<file path="src/rtl/hier_node_rr_hub.sv">
// Hierarchy hub node: NUM_CHILD one-entry capture slots with saturating
// per-channel counters, merged onto one valid/ready stream by round-robin.
module hier_node_rr_hub #(
    parameter int NUM_CHILD = 5,
    parameter int DATA_W    = 8,
    parameter int CNT_W     = 16,
    parameter int ID_W      = $clog2(NUM_CHILD)
) (
    input  logic                        clk,
    input  logic                        rst_n,
    input  logic                        en,
    input  logic                        clear,
    input  logic [NUM_CHILD-1:0]        child_evt,
    input  logic [NUM_CHILD*DATA_W-1:0] child_data,
    output logic                        out_valid,
    input  logic                        out_ready,
    output logic [ID_W-1:0]             out_id,
    output logic [DATA_W-1:0]           out_data,
    output logic [CNT_W-1:0]            out_count,
    output logic [NUM_CHILD-1:0]        overflow
);

    logic [NUM_CHILD-1:0] r_full;
    logic [NUM_CHILD-1:0] r_ovf;
    logic [DATA_W-1:0]    r_sdata [NUM_CHILD];
    logic [CNT_W-1:0]     r_scnt  [NUM_CHILD];
    logic [CNT_W-1:0]     r_cnt   [NUM_CHILD];
    logic [ID_W-1:0]      r_ptr;
    logic                 r_valid;
    logic [ID_W-1:0]      r_id;
    logic [DATA_W-1:0]    r_data;
    logic [CNT_W-1:0]     r_count;

    logic                 w_found;
    logic                 w_take;
    logic [ID_W-1:0]      w_gnt;
    logic [ID_W-1:0]      w_ptr_nxt;
    logic [NUM_CHILD-1:0] w_gvec;
    logic [NUM_CHILD-1:0] w_cap;
    logic [NUM_CHILD-1:0] w_drop;
    logic [CNT_W-1:0]     w_base [NUM_CHILD];
    logic [CNT_W-1:0]     w_inc  [NUM_CHILD];

    // Rotating search starting at r_ptr; first full slot wins.
    always_comb begin
        int idx;
        w_found = 1'b0;
        w_gnt   = '0;
        idx     = 0;
        for (int k = 0; k < NUM_CHILD; k++) begin
            idx = int'(r_ptr) + k;
            if (idx >= NUM_CHILD) idx = idx - NUM_CHILD;
            if (!w_found && r_full[idx]) begin
                w_found = 1'b1;
                w_gnt   = ID_W'(idx);
            end
        end
        w_take    = w_found && (!r_valid || out_ready);
        w_ptr_nxt = (w_gnt == ID_W'(NUM_CHILD - 1)) ? '0 : w_gnt + 1'b1;
        w_gvec    = '0;
        if (w_take) w_gvec[w_gnt] = 1'b1;
    end

    // A slot being granted this cycle can take a new event at once.
    always_comb begin
        for (int i = 0; i < NUM_CHILD; i++) begin
            w_base[i] = clear ? '0 : r_cnt[i];
            w_inc[i]  = (&w_base[i]) ? w_base[i] : w_base[i] + 1'b1;
            w_cap[i]  = en && child_evt[i] && (!r_full[i] || w_gvec[i]);
            w_drop[i] = en && child_evt[i] && !w_cap[i];
        end
    end

    always_ff @(posedge clk or negedge rst_n) begin
        if (!rst_n) begin
            r_full  <= '0;
            r_ovf   <= '0;
            r_ptr   <= '0;
            r_valid <= 1'b0;
            r_id    <= '0;
            r_data  <= '0;
            r_count <= '0;
            for (int i = 0; i < NUM_CHILD; i++) begin
                r_sdata[i] <= '0;
                r_scnt[i]  <= '0;
                r_cnt[i]   <= '0;
            end
        end else begin
            if (w_take) begin
                r_ptr   <= w_ptr_nxt;
                r_valid <= 1'b1;
                r_id    <= w_gnt;
                r_data  <= r_sdata[w_gnt];
                r_count <= r_scnt[w_gnt];
            end else if (out_ready) begin
                r_valid <= 1'b0;
            end
            for (int i = 0; i < NUM_CHILD; i++) begin
                if (w_cap[i]) begin
                    r_full[i]  <= 1'b1;
                    r_sdata[i] <= child_data[i*DATA_W +: DATA_W];
                    r_scnt[i]  <= w_inc[i];
                    r_cnt[i]   <= w_inc[i];
                end else begin
                    if (w_gvec[i]) r_full[i] <= 1'b0;
                    r_cnt[i] <= w_base[i];
                end
                r_ovf[i] <= (r_ovf[i] && !clear) || w_drop[i];
            end
        end
    end

    assign out_valid = r_valid;
    assign out_id    = r_id;
    assign out_data  = r_data;
    assign out_count = r_count;
    assign overflow  = r_ovf;

endmodule
</file>
<file path="config.mk">
export PLATFORM = sky130hd
export DESIGN_NAME = hier_node_rr_hub
export DESIGN_NICKNAME = d
export VERILOG_FILES = /design/src/rtl/hier_node_rr_hub.sv
export SDC_FILE = /design/constraint.sdc
export NUM_CORES = 1
export LEC_CHECK = 0
export CORE_MARGIN = 4
export CORE_UTILIZATION = 65
export CTS_CLUSTER_SIZE = 8
export DETAILED_ROUTE_END_ITERATION = 8
export GPL_TIMING_DRIVEN = 0
export MAX_ROUTING_LAYER = met4
export PLACE_DENSITY = 0.86
export SYNTH_ARGS = -nofsm -noshare
export SYNTH_HDL_FRONTEND = slang
export SYNTH_SLANG_ARGS = --single-unit
</file>
<file path="constraint.sdc">
create_clock -name clk -period 10.4 [get_ports clk]
set_input_delay 2.08 -clock clk [delete_from_list [all_inputs] [get_ports clk]]
set_output_delay 2.08 -clock clk [all_outputs]
set_load 0.02 [all_outputs]
</file>
# [Yosys cells after proc, flatten, opt, wreduce, memory -nomap -nowiden]
# Index checks and enable logic that the tools add are counted.
[classes] eq_ne=1 n_mul=0 bitwise_logic=1 n_addsub=15 magnitude_cmp=13 reduce_logical=64 n_div=0 shifts=0 mux=67
[op_table] operator="$mux 16" n=17
[op_table] operator="$lt 32x5->1 const B" n=5
[op_table] operator="$mux 32" n=5
[op_table] operator="$add 16x1->16 const B" n=5
[op_table] operator="$reduce_and 16->1" n=5
[op_table] operator="$bmux 16 s3" n=1
[op_table] operator="$mux 1" n=28
[op_table] operator="$logic_and 1x1->1" n=26
[op_table] operator="$bmux 8 s3" n=1
[op_table] operator="$sub 4x3->5 const B" n=4
[op_table] operator="$mux 3" n=6
[op_table] operator="$ge 4x3->1 const B" n=4
[op_table] operator="$logic_not 1->1" n=16
[op_table] operator="$mux 8" n=2
[op_table] operator="$bmux 1 s3" n=5
[op_table] operator="$reduce_bool 2->1" n=6
[op_table] operator="$logic_or 1x1->1" n=11
[op_table] operator="$add 3x2->4 const B" n=2
[op_table] operator="$mux 5" n=1
[op_table] operator="$add 3x1->4 const B" n=1
[op_table] operator="$add 3x3->4 const B" n=1
[op_table] operator="$ge 4x4->1 const B" n=1
[op_table] operator="$lt 3x4->1 const B" n=1
[op_table] operator="$not 3->4" n=1
[op_table] operator="other kinds (6)" n=6
[totals] in_bits=50 mem_bits_ro=0 word_cells=187 regBits=241 mem_bits_rw=0 mem_count=0 latchBits=0 output_inout_bits=33

# [Depth between registers and ports, before layout]
[depth] ltp_word=28 mapped_depth=21 mapped_depth_nobuf=16

# [Least setup slack after synthesis]
# No wires, ideal clock.
[synth_timing] path_kind="input port to flip-flop" from="input port clear" to="register r_scnt[46] (netlist bit)" t_arrival_ps=5300 setup_ps=135 slack_ps=4966 stages=17 n_path_buf=5 required_ps=10265 cell_sequence="clkbuf_1 -> clkbuf_1 -> clkbuf_1 -> clkbuf_1 -> nor2b_1 -> ha_1 -> nand3_1 -> or4_1 -> or2_2 -> clkbuf_1 -> nand2_1 -> or3_1 -> nor2_1 -> and3_1 -> and3_1 -> xnor2_1 -> o21ai_0"
[synth_between] elab_chain_len=3 elab_cells_between_ends=4 classes_between="add/sub (1); mux (2); reduce/logical (1)"
[synth_rtl] item="start: declaration" line="12" source="input logic clear,"
[synth_rtl] item="$mux 16 *" line="67" source="w_base[i] = clear ? '0 : r_cnt[i];"
[synth_rtl] item="$add 16x1->16 or $reduce_and 16->1 (tied branches)" line="68" source="w_inc[i] = (&w_base[i]) ? w_base[i] : w_base[i] + 1'b1;"
[synth_rtl] item="$mux 16 *" line="68"
[synth_rtl] item="end signal: indexed assignment" line="102" source="r_scnt[i] <= w_inc[i];"
[synth_rtl] item="end: declaration" line="26" source="logic [CNT_W-1:0] r_scnt [NUM_CHILD];"
# Mark *: on every way between the ends. The rest lies on a longest branch, timed or not.
# A chain may end at the register's enable or synchronous reset.

# [Worst setup path in the final report]
# Same ends and word-level chain as after synthesis.

==> impl_metrics.py <==
metrics = {
    "yosys": {
        "synth.distinct_cells": 74,
        "synth-edff-count": 0,
        "postSynthCellCount": 1431,
        "synthesis.area_per_instance_um2": 9.26,
        "synthArstFlopShare": 1.00,
        "netlist_area_mm2": 0.0133,
        "yosysSeqAreaShare": 0.455,
        "yosysWarnings": 0,
        "syn_nets": 1499,
        "leading_register_cell_type_out_of_synthesis": "dfrtp_1",
        "synth.ff_latch_count": 241,
    },
    "timing": {
        "fmax_achieved_mhz": 122,
        "fin_tns_setup_ps": 0,
        "finalHoldViolations": 0,
        "grt_setup_unrepaired": "false",
        "worst-slew-pin-transition_ps": 1120,
        "finalSetupViolCount": 0,
        "max_clock_skew_ps": 20.8,
        "slew-limit-headroom": 0.244,
        "report.final.slew_viol_count": 0,
        "period_minus_slack_ps": 8210,
        "final.period_utilization": 0.789,
    },
    "setup_path": {
        "reg2reg_depth": 17,
        "crit-reg2reg-launch": "r_ptr[1]$_DFFE_PN0P_",
        "maximum_fanout_along_the_worst_path": 10,
        "timing.critical_path.arrival_ps": 8580,
        "critical_path_required_ps": 10780,
        "worst-r2r-setup-slack_ps": 4700,
        "setup.worst_path.class": "in2reg",
        "worst_r2r_endpoint": "r_cnt[44]$_DFF_PN0_",
        "setup.worst_path.start_class": "input port",
        "timing.critical_path.to_type": "flip-flop",
    },
    "global_routing": {
        "grt_overflow": 0,
        "antenna_found_initial": 0,
        "grt_start_max_net_pins": 126,
        "grt_first_pass_wirelength_mm": 61.4,
        "first_global_vias": 11400,
        "global_route.usage.total": 0.355,
    },
    "route": {
        "drt_iter0_markers": 1208,
        "dr.pass1.iters": 6,
        "totalWireLength_mm": 38.7,
        "route.detailed.vias_per_inst": 6.35,
        "routed-via-count": 11600,
        "drcViolationCount": 0,
        "final_antenna_net_count": 0,
        "drt-wirelength-per-cell_um": 21.3,
    },
    "min_path": {
        "holdCritStartpoint": "r_sdata[16]$_DFFE_PN0P_",
        "worst_hold_path_depth": 2,
        "hp_class": "reg2reg",
        "hold_end": "r_sdata[16]$_DFFE_PN0P_",
    },
    "pwr": {
        "power_density_mw_per_mm2": 327,
        "static-leakage-power_nw": 6.53,
        "power.ir.vdd_worst_mv": 0.200,
    },
    "placed_design": {
        "dpl.hpwl_mm": 27.3,
        "finalWeightedCongestion": 0.935,
        "placement.io_buffers": 82,
        "placedCellCount": 1779,
    },
    "job": {
        "drv.max_cap_violation_count": 0,
    },
    "floorplanning": {
        "dieWidth_um": 151,
        "placeableCoreArea_mm2": 0.0198,
        "floorplan.rows": 51,
        "design.die.area_mm2": 0.0227,
        "ioPinCount": 83,
        "fp.dieH_um": 151,
        "initial_core_util": 0.670,
    },
    "clocking": {
        "numClockSinks": 241,
        "numCtsBuffers": 36,
        "clock_latency_ps": 510,
        "ctsHoldBuffers": 0,
        "cts_post_setup_buffers_inserted": 0,
        "cts_repair_resize_count": 0,
        "cts.root.buffer_cell": "clkbuf_16",
        "cts_tree": "yes",
        "cts-root-to-sink-buffers": 3,
        "cts_h_tree_depth": 2,
        "clkSlewWorstSetupHoldPaths_ps": 50,
    },
    "outcome": {
        "status": "complete, no violations",
    },
    "final_layout": {
        "layout_cells_sized_above_1": 0.0972,
        "layout_common_cells": "251 x nand2_1, 241 x dfrtp_1, 92 x nor2_1",
        "flow.area_growth_from_synthesis_pct": 16.0,
        "layoutNonFillerInstCount": 1820,
        "finalNetCount": 1620,
        "layout_commonest_cell": "nand2_1",
    },
}
==> metal layers <==
metal,GRT usage,part of all wire,wire length (um),up-vias
li1,-,-,-,5224
met1,0.474,0.41,15900,5659
met2,0.549,0.47,18000,566
met3,0.0533,0.082,3190,114
met4,0.146,0.041,1600,0
met5,-,0,0,-
==> layout make-up <==
| cell class | instances | area (um^2) |
|---|---|---|
| clock buffers | 37 | 905 |
| well taps | 265 | 332 |
| plain buffers | 83 | 375 |
| fillers | 1328 | 4400 |
| repair buffers | 83 | 853 |
| multi-input cells | 1080 | 6740 |
| flip-flops and latches | 241 | 6030 |
| diodes | 1 | 2.50 |
| clock inverters | 3 | 33.8 |
| inverters | 27 | 101 |
==> power by group <==
part           total (mW)  internal [mW]  switching, mW
clock                1.01          0.611          0.398
combinational        2.73          0.963           1.77
sequential           1.28           1.15          0.134
==> registers in the layout, indices dropped and copies added (netlist names) <==
name,flops
out_count,16
out_data,8
out_id,3
out_valid,1
overflow,5
r_cnt,80
r_full,5
r_ptr,3
r_scnt,80
r_sdata,40
==> synthesized netlist by cell type (all sizes together), types with 9 or more instances <==
cell,n,area (um^2)
a211oi,9,72.6
a21oi,67,343
a22oi,28,210
a31oi,32,215
and2,13,81.3
and3,13,81.3
buf,34,191
clkbuf,49,184
dfrtp,241,6030
ha,18,225
inv,26,97.6
mux2,56,631
mux2i,21,210
nand2,251,942
nand2b,13,81.3
nand3,40,200
nand4,12,75.1
nor2,92,345
nor2b,48,300
nor3,16,85.1
nor4,9,56.3
o21ai,79,395
o31ai,26,200
or2,9,56.3
or3,22,138
xnor2,78,683
xor2,39,342
==> critical path, cell delays in order <==
cell and delay, ps:
clkdlybuf4s50_1 940, clkbuf_1 660, clkbuf_1 720, clkbuf_1 690
clkbuf_1 740, nor2b_1 240, ha_1 290, nand3_1 120
or4_1 170, or2_2 120, clkbuf_1 240, nand2_1 150
or3_1 420, nor2_1 230, and3_1 270, and3_1 230
xnor2_1 160, o21ai_0 100
==> how the worst max path moves through the flow <==
stage,from,to,cells past startpoint
5_1_grt,clear,r_scnt[46]$_DFFE_PN0P_,18
6_report,clear,r_scnt[46]$_DFFE_PN0P_,18
2_1_floorplan,clear,r_scnt[46]$_DFFE_PN0P_,17
4_1_cts,clear,r_scnt[46]$_DFFE_PN0P_,18
3_3_place_gp,rst_n,r_cnt[24]$_DFF_PN0_,1
3_5_place_dp,clear,r_scnt[63]$_DFFE_PN0P_,18
==> per-stage QoR <==
stage	instance area (um^2)	hold WS, ps	setup WS, ps	power (mW)	utilization
floorplan	13300	440	4970	3.08	-
global placement	14400	453	-2780	3.89	0.728
detailed placement	14400	462	2000	3.94	0.730
CTS	15400	475	2440	4.97	0.777
global route	15400	491	2180	5.28	0.777
finish	15400	473	2190	5.02	0.777
==> cells by family (layout without fill, tap and decap cells) <==
kind of cell	count (synthesis)	count (layout)	synth area share
and+or+nand+nor	575	575	0.208
AOI/OAI and AO/OA	293	293	0.143
DFF	241	241	0.455
xor gates and xnor gates	117	117	0.0773
buffers and inverters	110	233	0.0360
muxes	77	77	0.0634
adders and majority gates	18	18	0.0170
other	0	1	0
(Power assumes the default switching activity.)
